==> config.mk <==
export PLATFORM = sky130hd
export DESIGN_NAME = multi_cycle_mips
export DESIGN_NICKNAME = d
export VERILOG_FILES = /design/src/rtl/multi_cycle_mips.sv
export SDC_FILE = /design/constraint.sdc
export NUM_CORES = 2
export LEC_CHECK = 0
export BUFFER_PORTS_ARGS = -buffer_cell sky130_fd_sc_hd__buf_2
export CAP_MARGIN = 20
export CORE_MARGIN = 1
export CORE_UTILIZATION = 55
export DETAILED_ROUTE_END_ITERATION = 12
export GPL_TIMING_DRIVEN = 0
export PLACE_DENSITY = 0.74
export SYNTH_ARGS = -nofsm -noshare
export SYNTH_HDL_FRONTEND = slang
export SYNTH_SLANG_ARGS = --single-unit
==> constraint.sdc <==
create_clock -name clk -period 3.21 [get_ports clk]
set_input_delay 0.963 -clock clk [delete_from_list [all_inputs] [get_ports clk]]
set_output_delay 0.963 -clock clk [all_outputs]
set_load 0.05 [all_outputs]
==> src/rtl/multi_cycle_mips.sv <==
// Multi-cycle MIPS-subset core with a shared instruction/data memory port.
// Each instruction walks FETCH/DECODE/EXEC/MEM/WB; halt and illegal encodings park the core in HALT.
module multi_cycle_mips #(
  parameter logic [31:0] RESET_PC = 32'h0000_0000,
  parameter int          CNT_W    = 32
) (
  input  logic             clk,
  input  logic             rst,
  output logic             mem_req,
  output logic             mem_we,
  output logic [31:0]      mem_addr,
  output logic [31:0]      mem_wdata,
  input  logic [31:0]      mem_rdata,
  input  logic             mem_ready,
  output logic [31:0]      pc_out,
  output logic             halted,
  output logic             illegal,
  output logic [CNT_W-1:0] retired
);

  localparam logic [5:0] OP_RTYPE = 6'h00;
  localparam logic [5:0] OP_J     = 6'h02;
  localparam logic [5:0] OP_BEQ   = 6'h04;
  localparam logic [5:0] OP_BNE   = 6'h05;
  localparam logic [5:0] OP_ADDI  = 6'h08;
  localparam logic [5:0] OP_LW    = 6'h23;
  localparam logic [5:0] OP_SW    = 6'h2B;
  localparam logic [5:0] OP_HALT  = 6'h3F;

  localparam logic [5:0] FN_ADD = 6'h20;
  localparam logic [5:0] FN_SUB = 6'h22;
  localparam logic [5:0] FN_AND = 6'h24;
  localparam logic [5:0] FN_OR  = 6'h25;
  localparam logic [5:0] FN_SLT = 6'h2A;

  localparam logic [CNT_W-1:0] CNT_ONE = {{(CNT_W-1){1'b0}}, 1'b1};

  typedef enum logic [2:0] {
    S_FETCH  = 3'd0,
    S_DECODE = 3'd1,
    S_EXEC   = 3'd2,
    S_MEM    = 3'd3,
    S_WB     = 3'd4,
    S_HALT   = 3'd5
  } state_t;

  state_t state;
  state_t next_state;

  logic [31:0]      pc;
  logic [31:0]      ir;
  logic [31:0]      a;
  logic [31:0]      b;
  logic [31:0]      alu_out;
  logic [31:0]      mdr;
  logic [31:0]      regs [32];
  logic [CNT_W-1:0] retired_q;
  logic             illegal_q;

  logic [5:0]  opcode;
  logic [5:0]  funct;
  logic [4:0]  rs;
  logic [4:0]  rt;
  logic [4:0]  rd;
  logic [31:0] imm_sext;
  logic [25:0] imm26;
  logic        legal;
  logic        branch_taken;
  logic [31:0] alu_result;
  logic [4:0]  wb_dest;
  logic [31:0] wb_data;

  function automatic logic is_legal(input logic [5:0] op, input logic [5:0] fn);
    case (op)
      OP_RTYPE: begin
        case (fn)
          FN_ADD, FN_SUB, FN_AND, FN_OR, FN_SLT: return 1'b1;
          default:                               return 1'b0;
        endcase
      end
      OP_ADDI, OP_LW, OP_SW, OP_BEQ, OP_BNE, OP_J, OP_HALT: return 1'b1;
      default:                                             return 1'b0;
    endcase
  endfunction

  assign opcode   = ir[31:26];
  assign rs       = ir[25:21];
  assign rt       = ir[20:16];
  assign rd       = ir[15:11];
  assign funct    = ir[5:0];
  assign imm26    = ir[25:0];
  assign imm_sext = {{16{ir[15]}}, ir[15:0]};
  assign legal    = is_legal(opcode, funct);

  assign branch_taken = (opcode == OP_BEQ) ? (a == b) : (a != b);
  assign wb_dest      = (opcode == OP_RTYPE) ? rd : rt;
  assign wb_data      = (opcode == OP_LW) ? mdr : alu_out;

  // ALU: R-type by funct, everything else is A plus the sign-extended immediate
  always_comb begin
    alu_result = 32'h0000_0000;
    if (opcode == OP_RTYPE) begin
      case (funct)
        FN_ADD:  alu_result = a + b;
        FN_SUB:  alu_result = a - b;
        FN_AND:  alu_result = a & b;
        FN_OR:   alu_result = a | b;
        FN_SLT:  alu_result = {31'h0000_0000, ($signed(a) < $signed(b))};
        default: alu_result = 32'h0000_0000;
      endcase
    end else begin
      alu_result = a + imm_sext;
    end
  end

  // State register
  always_ff @(posedge clk) begin
    if (rst) begin
      state <= S_FETCH;
    end else begin
      state <= next_state;
    end
  end

  // Next-state logic
  always_comb begin
    next_state = state;
    case (state)
      S_FETCH: begin
        if (mem_ready) next_state = S_DECODE;
        else           next_state = S_FETCH;
      end
      S_DECODE: begin
        if ((opcode == OP_HALT) || !legal) next_state = S_HALT;
        else                               next_state = S_EXEC;
      end
      S_EXEC: begin
        case (opcode)
          OP_RTYPE, OP_ADDI: next_state = S_WB;
          OP_LW, OP_SW:      next_state = S_MEM;
          default:           next_state = S_FETCH;
        endcase
      end
      S_MEM: begin
        if (mem_ready) next_state = (opcode == OP_SW) ? S_FETCH : S_WB;
        else           next_state = S_MEM;
      end
      S_WB:    next_state = S_FETCH;
      S_HALT:  next_state = S_HALT;
      default: next_state = S_FETCH;
    endcase
  end

  // Bus and status outputs; reset forces the request side quiet in the same cycle
  always_comb begin
    mem_req  = 1'b0;
    mem_we   = 1'b0;
    mem_addr = {pc[31:2], 2'b00};
    halted   = 1'b0;
    illegal  = 1'b0;
    if (!rst) begin
      halted  = (state == S_HALT);
      illegal = illegal_q;
      case (state)
        S_FETCH: mem_req = 1'b1;
        S_MEM: begin
          mem_req  = 1'b1;
          mem_we   = (opcode == OP_SW);
          mem_addr = {alu_out[31:2], 2'b00};
        end
        default: mem_req = 1'b0;
      endcase
    end else begin
      mem_req = 1'b0;
    end
  end

  assign mem_wdata = b;
  assign pc_out    = pc;
  assign retired   = retired_q;

  // Datapath registers, register file and retire counter
  always_ff @(posedge clk) begin
    if (rst) begin
      pc        <= RESET_PC;
      ir        <= 32'h0000_0000;
      a         <= 32'h0000_0000;
      b         <= 32'h0000_0000;
      alu_out   <= 32'h0000_0000;
      mdr       <= 32'h0000_0000;
      retired_q <= '0;
      illegal_q <= 1'b0;
      for (int i = 0; i < 32; i++) begin
        regs[i] <= 32'h0000_0000;
      end
    end else begin
      case (state)
        S_FETCH: begin
          if (mem_ready) begin
            ir <= mem_rdata;
            pc <= pc + 32'd4;
          end
        end
        S_DECODE: begin
          a         <= regs[rs];
          b         <= regs[rt];
          illegal_q <= !legal;
        end
        S_EXEC: begin
          case (opcode)
            OP_RTYPE, OP_ADDI, OP_LW, OP_SW: alu_out <= alu_result;
            OP_BEQ, OP_BNE: begin
              // pc already holds the address of the next instruction here
              if (branch_taken) pc <= pc + {imm_sext[29:0], 2'b00};
              retired_q <= retired_q + CNT_ONE;
            end
            OP_J: begin
              pc        <= {pc[31:28], imm26, 2'b00};
              retired_q <= retired_q + CNT_ONE;
            end
            default: ;
          endcase
        end
        S_MEM: begin
          if (mem_ready) begin
            if (opcode == OP_SW) retired_q <= retired_q + CNT_ONE;
            else                 mdr <= mem_rdata;
          end
        end
        S_WB: begin
          if (wb_dest != 5'd0) regs[wb_dest] <= wb_data;
          retired_q <= retired_q + CNT_ONE;
        end
        default: ;
      endcase
    end
  end

endmodule

==> results.json <==
{
  "grt_usage_pct": 41.1,
  "dp_worst_setup_slack_ns": -1.86,
  "fin_ws_ns": -0.235,
  "syn_area_um2": 69700,
  "cp.required_ns": 3.84,
  "worstSkewPairLatency_ns": 0.80,
  "antenna_found_initial": 13,
  "initial_core_util_pct": 55.5,
  "gr-total-overflow": 0,
  "io_buffers": 161,
  "violations": "negative setup slack",
  "cts_root_buf": "clkbuf_16",
  "min_period_ns": 3.44,
  "yosys_warnings": 0,
  "comb_power_share_pct": 25.6,
  "rows": 130,
  "synth.distinct_cells": 86,
  "swShare_pct": 31.5,
  "ys_async_sr_fraction_pct": 0,
  "ir_worst_vdd_mv": 0.495,
  "fin_util_pct": 66.4,
  "num-fill-cells": 8642,
  "end_kind": "flip-flop",
  "critPathArrivalTime_ns": 4.08,
  "syn_inst": 5618,
  "viasPerCell": 7.06,
  "synth_edf_count": 1024,
  "final_net_count": 6381,
  "internal_power_mw": 31.5,
  "critPathLaunch": "ir[22]$_SDFFE_PP0P_",
  "cp_slowest_cell": "dfxtp_1",
  "grt_pass1_vias": 53744,
  "crit_chain": "clkbuf_1 -> clkbuf_4 -> clkbuf_2 -> mux4_2 -> mux4_2 -> mux2i_1 -> a211oi_1",
  "grt_max_degree": 33,
  "drc_errors": 0,
  "critPathMaxFanout": 10,
  "p_clk_share_pct": 32.9,
  "drt_pass1_iterations": 7,
  "die_w_um": 358,
  "switchingPower_mw": 14.5,
  "wl_mm": 270,
  "synth-seq-cells": 1250,
  "slew_violations": 0,
  "cts_sinks": 1250,
  "seqPwrFrac_pct": 41.4,
  "cts.path.max_buffers": 3,
  "vias": 55933,
  "status": "finished with violations",
  "htree_levels": 4,
  "drtAntennaViolNets": 0,
  "syn2layout_area_growth_pct": 19.8,
  "finalCritPeriodShare_pct": 107,
  "dieArea_um2": 128000,
  "drt-initial-drc-count": 8471,
  "worstMarginPinSlew_ns": 1.28,
  "wire_per_inst_um": 34.1,
  "cts_hold_buf": 0,
  "grt_first_pass_wirelength_mm": 370,
  "cp-start-kind": "flip-flop",
  "grt_setup_unrepaired": "yes",
  "critical_path_class": "flip-flop to flip-flop",
  "cap_viol_max_count": 0,
  "worst_path_dominant_cell_family": "multiplexers",
  "relSlewSlack_pct": 14.7,
  "die_h_um": 358,
  "crit_top_cell": "mux4_2",
  "clock_skew_ns": 0.0388,
  "hold_viol": 0,
  "p_per_area_nw_per_um2": 551,
  "gp_congestion": 1.04,
  "path_buf_inv": 3,
  "hold_path.class": "primary input to flip-flop",
  "synth.yosys.seq_area_share_pct": 50.6,
  "final_layout_size_suffix_gt1_share_pct": 31.3,
  "slowest_delay_ns": 0.59,
  "p_leak_nw": 28.6,
  "clk_pin_slew_worst_paths_ns": 0.06,
  "dp_hpwl_mm": 194,
  "fmax_ghz": 0.290,
  "io_pins": 167,
  "finalSetupViolCount": 197,
  "cts_made_buffers": 130,
  "cts_tree": "done",
  "fp.coreArea_um2": 126000,
  "syn_avg_cell_area_um2": 12.4,
  "worstHoldStart": "mem_rdata[28]",
  "synth_ff_type": "edfxtp_1",
  "r2r-start": "ir[22]$_SDFFE_PP0P_"
}
## worst min-delay path, cell delays in order
cell and delay, ns:
buf_2 0.11, nand2_1 0.05, a21oi_1 0.05
## per-stage QoR
stage	hold slack, ns	instance area, um2	instances	total power, mW	setup TNS, ns
2_1_floorplan	0.436	69900	5653	25.0	0
3_3_place_gp	0.442	72700	7464	28.1	-3259.16
3_5_place_dp	0.446	73200	7487	28.3	-2401.21
4_1_cts	0.391	81000	7833	44.2	-34.13
5_1_grt	0.413	83400	7917	46.6	-19.74
6_report	0.409	83400	7923	45.9	-8.16
## cell families after synthesis
group	share of synthesized area, %
AND/OR/NAND/NOR	11.3
flip-flops	50.6
AO/OA/AOI/OAI	7.56
multiplexers	22.7
buffers and inverters	3.51
adder cells (fa/ha/maj)	3.22
XOR/XNOR	1.02
other	0.00538
## synth_stat cells, drive strengths merged (24+ instances only)
cell | number | area (um2)
a211oi | 110 | 826
a21o | 46 | 345
a21oi | 233 | 1170
a221oi | 32 | 280
a31oi | 28 | 175
and3 | 30 | 188
buf | 78 | 337
clkbuf | 431 | 1620
dfxtp | 226 | 4520
edfxtp | 1024 | 30700
ha | 173 | 2160
inv | 130 | 488
mux2 | 29 | 327
mux2i | 109 | 1090
mux4 | 640 | 14400
nand2 | 293 | 1100
nand2b | 51 | 319
nand3 | 58 | 295
nor2 | 1272 | 4780
nor3 | 70 | 365
o21ai | 120 | 601
or3 | 24 | 150
xnor2 | 42 | 368
xor2 | 39 | 342
## path summary, 6_finish.rpt
check / slack, ns / cells past startpoint / end
max: -0.23 / 7 / a[22]$_SDFFE_PP0N_
min: 0.41 / 3 / mdr[28]$_SDFFE_PP0P_
max reg2reg: -0.23 / 7 / a[22]$_SDFFE_PP0N_
min reg2reg: 0.46 / 2 / mdr[17]$_SDFFE_PP0P_
## cell usage in the layout, fill, tap and decap left out, types with 116 or more instances in the layout
cell	netlist	final
nand2_1	293	258
nor2_1	1271	1261
mux4_2	640	640
buf_2	17	158
edfxtp_1	1024	1024
a21oi_1	232	216
clkbuf_1	431	223
dfxtp_1	226	145
clkbuf_16	0	137
ha_1	173	145
buf_4	4	116
clkbuf_2	0	172
inv_1	129	116
## registers in the layout (all words and copies together) (netlist names)
name	count
regs	1024
a	32
alu_out	32
ir	32
mdr	32
mem_wdata	32
retired	32
pc_out	30
state	3
illegal_q	1
## final cells by class
class / instances / area [um2] / share of cell area, %
Tap cell: 1650 / 2060 / 2.47
Buffer: 491 / 2550 / 3.06
Clock inverter: 64 / 591 / 0.708
Multi-Input combinational cell: 3797 / 34900 / 41.9
Sequential cell: 1250 / 35500 / 42.6
Clock buffer: 163 / 3500 / 4.20
Antenna cell: 9 / 22.5 / 0.0270
Inverter: 130 / 503 / 0.603
Timing Repair Buffer: 369 / 3770 / 4.52
## repair_timing
item / 4_1_cts / 5_1_grt
endpoints found under the setup margin: 2147 / 2124
pin swaps: 48 / 98
gates cloned: 32 / 5
gates resized for setup: 687 / 618
buffers inserted: 103 / 75
## per-layer routing
layer | share of wire (%) | wire length (um) | GRT usage (%)
met1 | 31 | 83100 | 47.4
met2 | 46 | 124000 | 65.9
met3 | 14 | 37300 | 12.3
met4 | 9.6 | 25900 | 28.6
met5 | 0.090 | 242 | 0
## power groups by stage
| stage | logic, mW | registers [mW] | clock network [mW] |
|---|---|---|---|
| after floorplan | 5.88 | 19.1 | 0 |
| after global placement | 8.87 | 19.2 | 0 |
| after detailed placement | 9.07 | 19.3 | 0 |
| after CTS | 10.4 | 18.9 | 14.9 |
| after global routing | 12.1 | 19.0 | 15.5 |
| final | 11.8 | 19.0 | 15.1 |
Note: power is estimated with default switching activity, not from simulation.
